<file path="src/rtl/uart_tx_frame.sv">
// 8-bit UART frame transmitter: start, 8 data bits LSB first, optional parity, stop.
// Define UART_TX_TWO_STOP_EN to append a second stop bit (STOP2); the port list is unchanged.
//
// state  | meaning
// IDLE   | line high, waiting for send
// START  | start bit (low)
// DATA   | data bits, LSB first
// PARITY | odd/even parity bit
// STOP   | first stop bit (high)
// STOP2  | second stop bit (UART_TX_TWO_STOP_EN only)
module uart_tx_frame #(
    parameter int CLKS_PER_BIT = 16
) (
    input  logic       clock,
    input  logic       reset,
    input  logic       send,
    input  logic [7:0] data_in,
    input  logic [1:0] parity_type,
    output logic       data_tx,
    output logic       active_flag,
    output logic       done_flag
);

    localparam logic [15:0] LAST_CNT = 16'(CLKS_PER_BIT - 1);

    typedef enum logic [2:0] {
        IDLE   = 3'd0,
        START  = 3'd1,
        DATA   = 3'd2,
        PARITY = 3'd3,
`ifdef UART_TX_TWO_STOP_EN
        STOP2  = 3'd5,
`endif
        STOP   = 3'd4
    } state_t;

    state_t      state_q, state_d;
    logic [15:0] cnt_q, cnt_d;
    logic [2:0]  idx_q, idx_d;
    logic [7:0]  data_q, data_d;
    logic [1:0]  ptype_q, ptype_d;
    logic        tx_d, active_d, done_d;
    logic        bit_end;
    logic        has_parity;

    assign bit_end    = (cnt_q == LAST_CNT);
    assign has_parity = (ptype_q == 2'b01) || (ptype_q == 2'b10);

    always_ff @(posedge clock) begin
        if (reset) begin
            state_q     <= IDLE;
            cnt_q       <= '0;
            idx_q       <= '0;
            data_q      <= '0;
            ptype_q     <= '0;
            data_tx     <= 1'b1;
            active_flag <= 1'b0;
            done_flag   <= 1'b0;
        end else begin
            state_q     <= state_d;
            cnt_q       <= cnt_d;
            idx_q       <= idx_d;
            data_q      <= data_d;
            ptype_q     <= ptype_d;
            data_tx     <= tx_d;
            active_flag <= active_d;
            done_flag   <= done_d;
        end
    end

    always_comb begin
        state_d = state_q;
        data_d  = data_q;
        ptype_d = ptype_q;
        idx_d   = idx_q;
        cnt_d   = bit_end ? 16'd0 : cnt_q + 16'd1;
        case (state_q)
            IDLE: begin
                cnt_d = '0;
                idx_d = '0;
                if (send) begin
                    state_d = START;
                    data_d  = data_in;
                    ptype_d = parity_type;
                end
            end
            START:  if (bit_end) state_d = DATA;
            DATA: begin
                if (bit_end) begin
                    idx_d = idx_q + 3'd1;
                    if (idx_q == 3'd7) state_d = has_parity ? PARITY : STOP;
                end
            end
            PARITY: if (bit_end) state_d = STOP;
`ifdef UART_TX_TWO_STOP_EN
            STOP:   if (bit_end) state_d = STOP2;
            STOP2:  if (bit_end) state_d = IDLE;
`else
            STOP:   if (bit_end) state_d = IDLE;
`endif
            default: state_d = IDLE;
        endcase
    end

    // Outputs are decoded from the next-state values so the registered line
    // changes in the same cycle the state does.
    always_comb begin
        tx_d     = 1'b1;
        active_d = (state_d != IDLE);
        done_d   = (state_q != IDLE) && (state_d == IDLE);
        case (state_d)
            START:   tx_d = 1'b0;
            DATA:    tx_d = data_d[idx_d];
            PARITY:  tx_d = (ptype_d == 2'b01) ? ~^data_d : ^data_d;
            default: tx_d = 1'b1;
        endcase
    end

endmodule

</file>
<file path="config.mk">
export PLATFORM = sky130hd
export DESIGN_NAME = uart_tx_frame
export DESIGN_NICKNAME = d
export VERILOG_FILES = /design/src/rtl/uart_tx_frame.sv
export SDC_FILE = /design/constraint.sdc
export NUM_CORES = 1
export LEC_CHECK = 0
export ABC_AREA = 1
export BUFFER_PORTS_ARGS = -buffer_cell sky130_fd_sc_hd__buf_2
export CAP_MARGIN = 20
export CORE_MARGIN = 2
export CORE_UTILIZATION = 64
export CTS_CLUSTER_DIAMETER = 30
export CTS_CLUSTER_SIZE = 16
export DETAILED_ROUTE_END_ITERATION = 8
export GPL_ROUTABILITY_DRIVEN = 0
export GPL_TIMING_DRIVEN = 0
export HOLD_SLACK_MARGIN = 0.02
export PLACE_DENSITY = 0.93
export SYNTH_ARGS = -nofsm -noshare
export SYNTH_HDL_FRONTEND = slang
export SYNTH_SLANG_ARGS = --single-unit
</file>
<file path="constraint.sdc">
create_clock -name clock -period 2.5 [get_ports clock]
set_input_delay 0.375 -clock clock [delete_from_list [all_inputs] [get_ports clock]]
set_output_delay 0.375 -clock clock [all_outputs]
set_load 0.01 [all_outputs]
</file>
==> results.tsv <==
metric	value	unit
slowest CP cell	dfxtp_1	
arrival time at the worst endpoint	2.22	ns
post-DR vias/cell	5.32	
Die X-Extent	59.9	um
dpl cells	360	
CTS tree	yes	
wire length per cell	10.6	um
worst slack, placed	0.569	ns
cell with the most instances after synthesis	nand2_1	
crit-path most repeated cell	nand2_1	
status	finished clean	
required time of the critical path	2.72	ns
crit path cell chain	nor2_4, nand3_4, o21ai_0, inv_1, nand2_1, nand2_1, inv_1, nand2_1, nand2_1, inv_1, nand2_1, nand2_1, nand2_1, nand3_1	
area grow syn2layout	9.34	%
GRT overflow	0	
buffers from clock root to sink, at most	2	
CP max stage delay	0.39	ns
flop-to-flop setup slack	0.50	ns
ys flop type	dfxtp_1	
Area contributors post-synth	dfxtp_1, nand2_1, nor2_1	
Final WS setup	0.501	ns
worst hold path type	primary input to flip-flop	
DP HPWL	2980	um
Core Region	0.00300	mm^2
kind of critical path	flip-flop to flip-flop	
Remaining DRCs	0	
clk_lat worst skew	0.34	ns
CTS H-Tree Depth	2	
antenna viol nets, final	0	
die height	59.9	um
Mapped Area	0.00200	mm^2
Yosys reg bits	35	
Final setup viols	0	
synth unique cells	32	
DRT iter0 DRCs	140	
setup_tns	0	ns
Post-CTS Resized	0	
Slew @ Worst Pin	0.501	ns
Routed WL	3880	um
commonest cells in the netlist	nand2_1, nor2_1, inv_1	
Final Cycle Share	80.0	%
largest area contributor in the netlist	dfxtp_1	
total track usage	24.9	%
Fmax	0.500	GHz
Seq/Total Area, Yosys	35.1	%
initial antenna violation count	0	
Non-Filler Instances	367	
Critical Path End Type	flip-flop	
max_cap viols	0	
pwr dens	527	mW/mm^2
startpoint types	flip-flop	
minimum clock period	2.00	ns
number of flops mapped to enable cells by yosys	0	
WHS Path Cells	3	
Final Hold Fails	0	
R2R cell count	14	
hold_buf cts	0	
syn nets	329	
# nets final	350	
relative slew slack	66.6	%
vias	1952	
vias in the first global route	1675	
Peak VDD IR	0.323	mV
Max Slew Vio Count	0	
number of clock sinks	35	
ys async rst share	0	%
io pins	16	
share of cells above drive strength 1	9.58	%
Setup Buffers After CTS	0	
drt first pass iters	4	
unrepaired setup endpoints after global routing	no	
Pleak	0.00102	uW
Port-buffer cells	14	
skew final	0.00679	ns
Syn Area/Cell	6.38	um^2
largest net degree at the start of global routing	12	
first-pass GRT wire length	6800	um
TritonCTS buffer count	5	
Die ar.	0.00358	mm^2
n_diodes	0	
clk root buf	clkbuf_4	
Clock transition at path regs	0.11	ns
Synth warnings	0	
Final Total Pwr	1150	uW
Yosys top cell area share	35.1	%
cells after synthesis	313	
# rows	20	
critical path peak fanout	7	
Initial Util	66.5	%
-- metrics by stage --
step	hold WS, ns	instance area [um^2]	util [%]
global placement	0.429	2110	70.2
CTS	0.309	2180	72.7
finish	0.305	2180	72.7
global route	0.328	2180	72.7
floorplan	0.418	2000	-
detailed placement	0.441	2110	70.2
-- cell families (layout without fill, tap and decap cells) --
kind of cell / Yosys count / in the layout / share of synthesized area [%]
buffers and inverters: 47 / 68 / 9.40
and+or+nand+nor: 185 / 185 / 41.2
adders and majority gates: 3 / 3 / 1.88
AOI/OAI and AO/OA: 39 / 39 / 10.7
xor gates and xnor gates: 4 / 4 / 1.75
DFF: 35 / 35 / 35.1
-- worst max-delay path: cells and delay by family, from the launching register on --
family	cells	cell delay, ns
AOI/OAI and AO/OA	1	0.39
buffers and inverters	3	0.21
DFF	1	0.39
and+or+nand+nor	10	0.90
-- cell type report --
type                            count  area, um^2
Clock buffer                        5        37.5
Sequential cell                    35         701
Clock inverter                      2        37.5
Tap cell                           33        41.3
Fill cell                         239         820
Multi-Input combinational cell    231        1110
Timing Repair Buffer               14        70.1
Inverter                           41         154
Buffer                              6        33.8
-- final timing paths --
check / startpoint / to
worst max-delay path: state_q[2]$_SDFF_PP0_ / data_tx$_SDFF_PP1_
worst min-delay path: data_in[5] / data_q[5]$_SDFF_PP0_
worst min register to register: cnt_q[0]$_SDFF_PP0_ / cnt_q[0]$_SDFF_PP0_
worst max register to register: state_q[2]$_SDFF_PP0_ / data_tx$_SDFF_PP1_
-- where the power goes --
part	total [uW]	switching, uW	internal, uW	leakage (uW)
clock network	393	188	205	0.0000373
logic	175	111	63.3	0.000696
registers	583	8.25	575	0.000285
-- flip-flops by register name, summed over array words and instances (netlist names) --
name,count
cnt_q,16
data_q,8
idx_q,3
state_q,3
ptype_q,2
active_flag,1
data_tx,1
done_flag,1
-- cell usage in the layout (no fill, tap or decap), types with 2 or more instances in the layout --
cell / count
nand3_1: 20
xor2_1: 4
clkbuf_1: 4
nor3b_1: 4
ha_1: 3
buf_2: 14
nor3_1: 4
o21ai_0: 18
clkbuf_4: 5
inv_1: 38
a21oi_1: 11
dfxtp_1: 35
nand2_1: 89
nand4_1: 9
o21bai_1: 2
nor2_1: 49
o211ai_1: 2
and3_1: 2
o21ai_1: 3
inv_2: 2
-- per-layer routing --
metal	vias to the layer above	share of wire (%)	GRT usage, %
met2	43	46	40.1
met1	857	48	32.0
li1	1042	-	-
met4	0	1.9	9.52
met3	10	4.6	6.06
met5	-	0	0
Note: power is estimated with default switching activity, not from simulation.
